===== src/rtl/apb_regfile_slave.sv =====
// APB completer with NUM_REGS read/write registers, WAIT_STATES extra access cycles and
// pslverr on out-of-range or misaligned addresses. Define APB_PSTRB_EN for byte-lane write strobes.
module apb_regfile_slave #(
  parameter int DATA_W      = 32,
  parameter int ADDR_W      = 32,
  parameter int NUM_REGS    = 8,
  parameter int WAIT_STATES = 0
) (
  input  logic                       pclk,
  input  logic                       preset,
  input  logic                       pselx,
  input  logic                       penable,
  input  logic                       pwrite,
  input  logic [ADDR_W-1:0]          paddr,
  input  logic [DATA_W-1:0]          pwdata,
`ifdef APB_PSTRB_EN
  input  logic [DATA_W/8-1:0]        pstrb,
`endif
  output logic                       pready,
  output logic                       pslverr,
  output logic [DATA_W-1:0]          prdata,
  output logic [NUM_REGS*DATA_W-1:0] regs_o
);

  localparam int BYTES = DATA_W / 8;
  localparam int OFF_W = $clog2(BYTES);
  localparam int IDX_W = (NUM_REGS > 1) ? $clog2(NUM_REGS) : 1;

  typedef enum logic [0:0] {ST_IDLE = 1'b0, ST_ACCESS = 1'b1} state_t;

  state_t            state_r;
  state_t            state_next_s;
  logic [DATA_W-1:0] regs_r [NUM_REGS];
  logic [3:0]        wait_cnt_r;
  logic [IDX_W-1:0]  idx_r;
  logic              write_r;
  logic              err_r;
  logic [DATA_W-1:0] prdata_r;

  logic [ADDR_W-1:0] idx_full_s;
  logic [IDX_W-1:0]  idx_s;
  logic              err_s;
  logic              setup_s;
  logic              abort_s;
  logic              pready_s;
  logic [BYTES-1:0]  strb_s;

  // Address decode of the live bus; only consumed at the setup-phase edge.
  always_comb begin
    idx_full_s = paddr >> OFF_W;
    idx_s      = idx_full_s[IDX_W-1:0];
    err_s      = (idx_full_s >= ADDR_W'(NUM_REGS)) || (|(paddr & ADDR_W'(BYTES - 1)));
    setup_s    = (state_r == ST_IDLE) && pselx && !penable;
    abort_s    = (state_r == ST_ACCESS) && !pselx;
`ifdef APB_PSTRB_EN
    strb_s     = pstrb;
`else
    strb_s     = {BYTES{1'b1}};
`endif
  end

  // FSM state register.
  always_ff @(posedge pclk) begin
    if (preset) begin
      state_r <= ST_IDLE;
    end else begin
      state_r <= state_next_s;
    end
  end

  // FSM next-state logic; an abort (pselx dropped) wins over completion.
  always_comb begin
    state_next_s = state_r;
    case (state_r)
      ST_IDLE: begin
        if (setup_s) state_next_s = ST_ACCESS;
        else         state_next_s = ST_IDLE;
      end
      ST_ACCESS: begin
        if (abort_s || pready_s) state_next_s = ST_IDLE;
        else                     state_next_s = ST_ACCESS;
      end
      default: state_next_s = ST_IDLE;
    endcase
  end

  // FSM outputs, decoded from registered state plus penable.
  always_comb begin
    pready_s = (state_r == ST_ACCESS) && (wait_cnt_r == 4'd0) && penable;
    pready   = pready_s;
    pslverr  = pready_s & err_r;
    prdata   = prdata_r;
  end

  // Transfer latches, wait counter, read data and the register bank.
  always_ff @(posedge pclk) begin
    if (preset) begin
      wait_cnt_r <= 4'd0;
      idx_r      <= {IDX_W{1'b0}};
      write_r    <= 1'b0;
      err_r      <= 1'b0;
      prdata_r   <= {DATA_W{1'b0}};
      for (int i = 0; i < NUM_REGS; i++) begin
        regs_r[i] <= {DATA_W{1'b0}};
      end
    end else if (setup_s) begin
      idx_r      <= idx_s;
      write_r    <= pwrite;
      err_r      <= err_s;
      wait_cnt_r <= 4'(WAIT_STATES);
      if (!pwrite && !err_s) prdata_r <= regs_r[idx_s];
      else                   prdata_r <= {DATA_W{1'b0}};
    end else if (abort_s) begin
      prdata_r <= {DATA_W{1'b0}};
    end else if (pready_s) begin
      prdata_r <= {DATA_W{1'b0}};
      if (write_r && !err_r) begin
        for (int b = 0; b < BYTES; b++) begin
          if (strb_s[b]) regs_r[idx_r][b*8 +: 8] <= pwdata[b*8 +: 8];
        end
      end
    end else if ((state_r == ST_ACCESS) && penable && (wait_cnt_r != 4'd0)) begin
      wait_cnt_r <= wait_cnt_r - 4'd1;
    end
  end

  for (genvar g = 0; g < NUM_REGS; g++) begin : g_regs_o
    assign regs_o[g*DATA_W +: DATA_W] = regs_r[g];
  end

endmodule


===== config.mk =====
export PLATFORM = sky130hd
export DESIGN_NAME = apb_regfile_slave
export DESIGN_NICKNAME = d
export VERILOG_FILES = /design/src/rtl/apb_regfile_slave.sv
export SDC_FILE = /design/constraint.sdc
export NUM_CORES = 1
export LEC_CHECK = 0
export CORE_MARGIN = 2
export CORE_UTILIZATION = 49
export DETAILED_ROUTE_END_ITERATION = 7
export PLACE_DENSITY = 0.81
export SLEW_MARGIN = 0
export SYNTH_ARGS = -nofsm -noshare
export SYNTH_HDL_FRONTEND = slang
export SYNTH_SLANG_ARGS = --single-unit

===== constraint.sdc =====
create_clock -name pclk -period 3.6 [get_ports pclk]
set_clock_uncertainty 0.1 [all_clocks]
set_input_delay 1.08 -clock pclk [delete_from_list [all_inputs] [get_ports pclk]]
set_output_delay 1.08 -clock pclk [all_outputs]
set_load 0.005 [all_outputs]

# [Yosys cells after proc, flatten, opt, wreduce, memory -nomap -nowiden]
# Memories as Yosys holds them, arrays and structs flattened.
# Cells that the tools add are included.
[classes] n_addsub=1 n_lt_le_gt_ge=1 n_reduce_logical=23 muxes=18 n_bitwise=4
[ops] operator="32-bit two-way mux" n=5
[ops] operator="32-bit OR reduction" n=1
[ops] operator="30-bit by 4-bit >= comparator with 1-bit output (second input constant)" n=1
[ops] operator="1-bit two-way mux" n=11
[ops] operator="1-bit logical AND" n=9
[ops] operator="1-bit logical NOT" n=5
[ops] operator="4-bit logical NOT" n=1
[ops] operator="4-bit nonzero test" n=1
[ops] operator="2-bit OR reduction" n=2
[ops] operator="4-bit by 1-bit subtractor with 4-bit output (second input constant)" n=1
[ops] operator="3-bit two-way mux" n=1
[ops] operator="1-bit NOT" n=3
[ops] operator="3-bit AND reduction" n=1
[ops] operator="3-bit nonzero test" n=1
[ops] operator="1-bit logical OR" n=2
[ops] operator="1-bit case mux with 2 select lines" n=1
[ops] operator="1-bit bitwise AND" n=1
[totals] wordCells=54 output_inout_bits=290 mem_count=1 in_bits=69 mem_bits_rw=256 ff_bits=42
[mem_list] memory="regs_r" words=8 word_bits=32 rd=9 rd_clocked_by_memory_dff=0 write_ports=8 line_no="33" text="logic [DATA_W-1:0] regs_r [NUM_REGS];"

# [Depth between registers and ports, before layout]
[depth] word_depth=10 ltp_mapped=7 ltp_nobuf=6

# [Least setup slack after synthesis]
# OpenSTA, ideal clock, no wires.
[synth_timing] path_type="input to register" from="in preset" to="mem regs_r[1][0] (enable)" arrival_ns=2.452 slack_ns=0.673 required_ns=3.125 path_stages=5 path_cell_list="clkbuf_1 and4bb_2 nand4b_1 nor2_1 or2_2"
[synth_rtl] item="start, declared" line_no="10" text="input logic preset,"
[synth_rtl] item="end, declared" line_no="33"

# [Final worst setup path]
[layout_timing] from="in penable" to="out pslverr"
[layout_via] elab_chain_cells=2
[layout_rtl] item="start, declared" line_no="12" text="input logic penable,"
[layout_rtl] item="1-bit logical AND" line_no="89" text="pready_s = (state_r == ST_ACCESS) && (wait_cnt_r == 4'd0) && penable;"
[layout_rtl] item="1-bit bitwise AND" line_no="91" text="pslverr = pready_s & err_r;"
[layout_rtl] item="end, declared" line_no="20" text="output logic pslverr,"
# No other way between the ends.

==> metrics.md <==
| Metric | Value |
|---|---|
| Die boundary width | 167 microns |
| Complex-gate fraction of the synthesized area | 2.15% |
| Layout overhead on the synthesized area | 40.4% |
| Routed vias/inst | 5.65 |
| Setup CP Type | in -> out |
| Clock latency reported for the late side of the worst-skew pair | 0.55 ns |
| Comb power frac | 8.8% |
| Worst R2R Setup Slack | 1.26 ns |
| Clock network fraction of total power | 41.2% |
| Ant. Diodes | 0 |
| Leakage dissipation | 6.68 nW |
| Clock-pin slew on the worst setup and hold paths | 0.06 ns |
| Switching power as a share of total power | 21.2% |
| Synth area leader | edfxtp_1 |
| Synthesized netlist cell count | 845 |
| Post-CTS sizing | 0 |
| Layout cells sized above 1 | 16.0% |
| Run status | finished, final reports clean |
| Number of max-slew violations in the final report | 0 |
| Final core utilization | 70.2% |
| Post-synthesis share of cell area spent on full adders, half adders and majority gates | 0.192% |
| Vias in the first global route | 9551 |
| Final weighted congestion in routability-driven placement | 0.807 |
| Detail-routed net length per standard cell | 25.6 microns |
| Main combinational cell family by area after synthesis | simple AND/OR/NAND/NOR gates |
| Wire length of the first global-routing pass | 59500 microns |
| Async set or reset register ratio after synthesis | 0% |
| Final hold violation count | 0 |
| Flop and latch count out of synthesis | 298 |
| GRT Residual Overflow | 0 |
| Fin crit period | 3.55 ns |
| Net switching component of the power | 1.66 mW |
| Internal power summed over all cells | 6.16 mW |
| Global router's overall resource usage | 28.5% |
| Type of the most critical hold path | reg -> reg |
| Max-slew headroom | 30.7% |
| Worst Path Max Fanout | 4 |
| Number of enable flip-flop cells after synthesis | 256 |
| Worst hold path stage count | 2 |
| Fill count | 1711 |
| Maximum clock frequency | 282 MHz |
| Pre-antenna DRT Iters | 5 |
| Count of clock tree sinks | 298 |
| Iter 0 DRT Violations | 806 |
| Finished Cell Area | 18300 sq um |
| Worst r2r src | wait_cnt_r[0] |
| Number of nets with antenna violations after routing | 0 |
| R2r endpoint | regs_r[0][22] |
| Number of nets produced by synthesis | 916 |
| I/O pin total | 359 |
| Post-route DRC | 0 |
| Buffers added on ports | 358 |
| Final period utilization | 98.5% |
| Total number of placement rows | 59 |
| CTS tree | built |
| Starting density of the core | 50.0% |
| Initial antenna violation count | 0 |
| Data arrival time of the worst path | 2.37 ns |
| Post-synthesis mux area share | 13.8% |
| Minimum hold slack | 0.373 ns |
| Count of hold-fix buffers inserted at cts | 0 |
| Total detailed-routing wirelength | 40500 microns |
| Largest cells by area after synthesis | edfxtp_1 (59%), and2_1 (12%), mux4_2 (11%), dfxtp_1 (6.4%), mux2i_1 (2.8%) |
| Hold Crit Endpoint | prdata[17] |
| Final setup fails | 0 |
| Kind of capture point of the worst setup path | output port |
| Fraction of synthesized cell area in xor and xnor cells | 0.134% |
| Die boundary height | 167 microns |
| Synth Area in Simple Gates | 16.4% |
| Maximum resistive drop on vdd | 0.000351 V |
| Setup tns final | 0 ns |
| Slew at the pin with the worst max-slew slack | 1.04 ns |
| Areal power density over the cells | 427 nW/um^2 |
| Die Footprint | 27900 sq um |
| Post-DP HPWL | 26300 microns |
| Mean Syn Cell Area | 15.4 sq um |
| Count of nets after finishing | 1290 |
| Pin count of the biggest net entering global routing | 66 |
| Max-cap check violation count | 0 |
| CTS H-Tree Depth | 1 |
| Setup repair after global routing missed its margin | no |
| Yosys top cell area share | 59.0% |
| Count leader, synth | and2_1 |
| WP data required | 2.42 ns |
| Area of the core region | 26100 sq um |
| CTS Root Cell | clkbuf_16 |
| Share of the yosys chip area belonging to registers | 65.4% |
| Commonest cells in the netlist | and2_1 (257), edfxtp_1 (256), mux4_2 (64) |
| Beginning of the worst hold path | prdata[17] |
| Synthesis Warnings | 0 |
| Sequential share of power | 50.0% |
| Cells on worst reg2reg path | 8 |
| Number of buffers between clock root and the deepest sink | 3 |
| Category of the worst setup path launch point | input pin |
| Setup Buffers After CTS | 0 |
| Post-Place Cell Area | 17300 sq um |
| Num CTS Buffers | 31 |
| Number of library cell types mapped by synthesis | 39 |
| Dominant register cell in the synthesized netlist | edfxtp_1 |
| Power Total | 7.82 mW |
| Via count of the routed design | 8919 |
| Cell area after synthesis | 13000 sq um |
## metal layers
layer / GRT usage, % / part of all wire [%] / vias to the layer above
met5: 0 / 0 / -
met4: 8.06 / 2.7 / 0
met3: 7.19 / 10 / 75
met2: 51.1 / 52 / 480
met1: 34.1 / 36 / 4472
li1: - / - / 3892
## worst max path at each step
| stage | end | depth (start not counted) | slack [ns] | startpoint |
|---|---|---|---|---|
| 2_1_floorplan | regs_r[1][0] | 5 | 0.67 | preset |
| 3_3_place_gp | pslverr | 4 | 0.06 | penable |
| 3_5_place_dp | pslverr | 4 | 0.06 | penable |
| 4_1_cts | pslverr | 4 | 0.05 | penable |
| 6_report | pslverr | 4 | 0.05 | penable |
| 5_1_grt | pslverr | 4 | 0.008 | penable |
## cell type report
type	count	area, sq um	area share [%]
Inverter	3	11.3	0.0615
Tap cell	335	419	2.29
Sequential cell	298	8530	46.6
Clock buffer	51	951	5.20
Timing Repair Buffer	394	3960	21.6
Clock inverter	7	91.3	0.499
Multi-Input combinational cell	491	4340	23.7
## cells by family after synthesis
logic type / Yosys count
and+or+nand+nor: 350
muxes: 100
adders and majority gates: 2
buffers and inverters: 56
DFF: 298
AOI/OAI and AO/OA: 37
xor gates and xnor gates: 2
## critical path, cell delays in order
cell and delay (ns):
clkdlybuf4s50_1 0.47, and2_2 0.17, and3_1 0.16, clkdlybuf4s50_1 0.50
## layout by cell type (no fill, tap or decap), types with 2 or more instances in the layout
master,synthesis,layout
nand2b_1,2,2
o21ai_1,7,6
clkinv_2,0,2
dfxtp_1,42,42
o21ai_0,3,3
nor2_1,18,11
inv_6,0,2
and2_1,257,257
buf_4,0,29
or2_2,9,9
ha_1,2,2
bufinv_16,0,2
clkbuf_1,41,10
xnor2_1,2,2
a211oi_1,2,2
nand2_1,3,3
clkdlybuf4s50_1,0,355
o21ai_2,24,24
nor4_1,7,7
nor2_4,0,7
mux2i_1,36,36
inv_1,3,3
edfxtp_1,256,256
clkbuf_8,0,10
nor3_1,2,2
mux4_2,64,64
buf_12,0,9
clkbuf_16,0,31
nor3_4,0,2
nand3_1,36,36
## power by group through the flow
stage / Combinational [mW] / Clock (mW) / Sequential [mW]
detailed placement: 0.694 / 0 / 3.98
floorplan: 0.243 / 0 / 3.97
CTS: 0.698 / 3.25 / 3.91
global route: 0.727 / 3.39 / 3.92
global placement: 0.684 / 0 / 3.98
finish: 0.691 / 3.22 / 3.91
## per-stage QoR
stage | cells | setup slack (ns)
detailed placement | 1521 | 0.0564
global placement | 1521 | 0.0559
floorplan | 845 | 0.673
finish | 1579 | 0.0532
CTS | 1579 | 0.0523
global route | 1579 | 0.00776
## registers in the layout, summed over array words and instances, names as in the netlist
name / count
prdata: 32
err_r: 1
wait_cnt_r: 4
write_r: 1
idx_r: 3
regs_r: 256
state_r: 1
No activity file was read; power rests on OpenSTA's default activity.
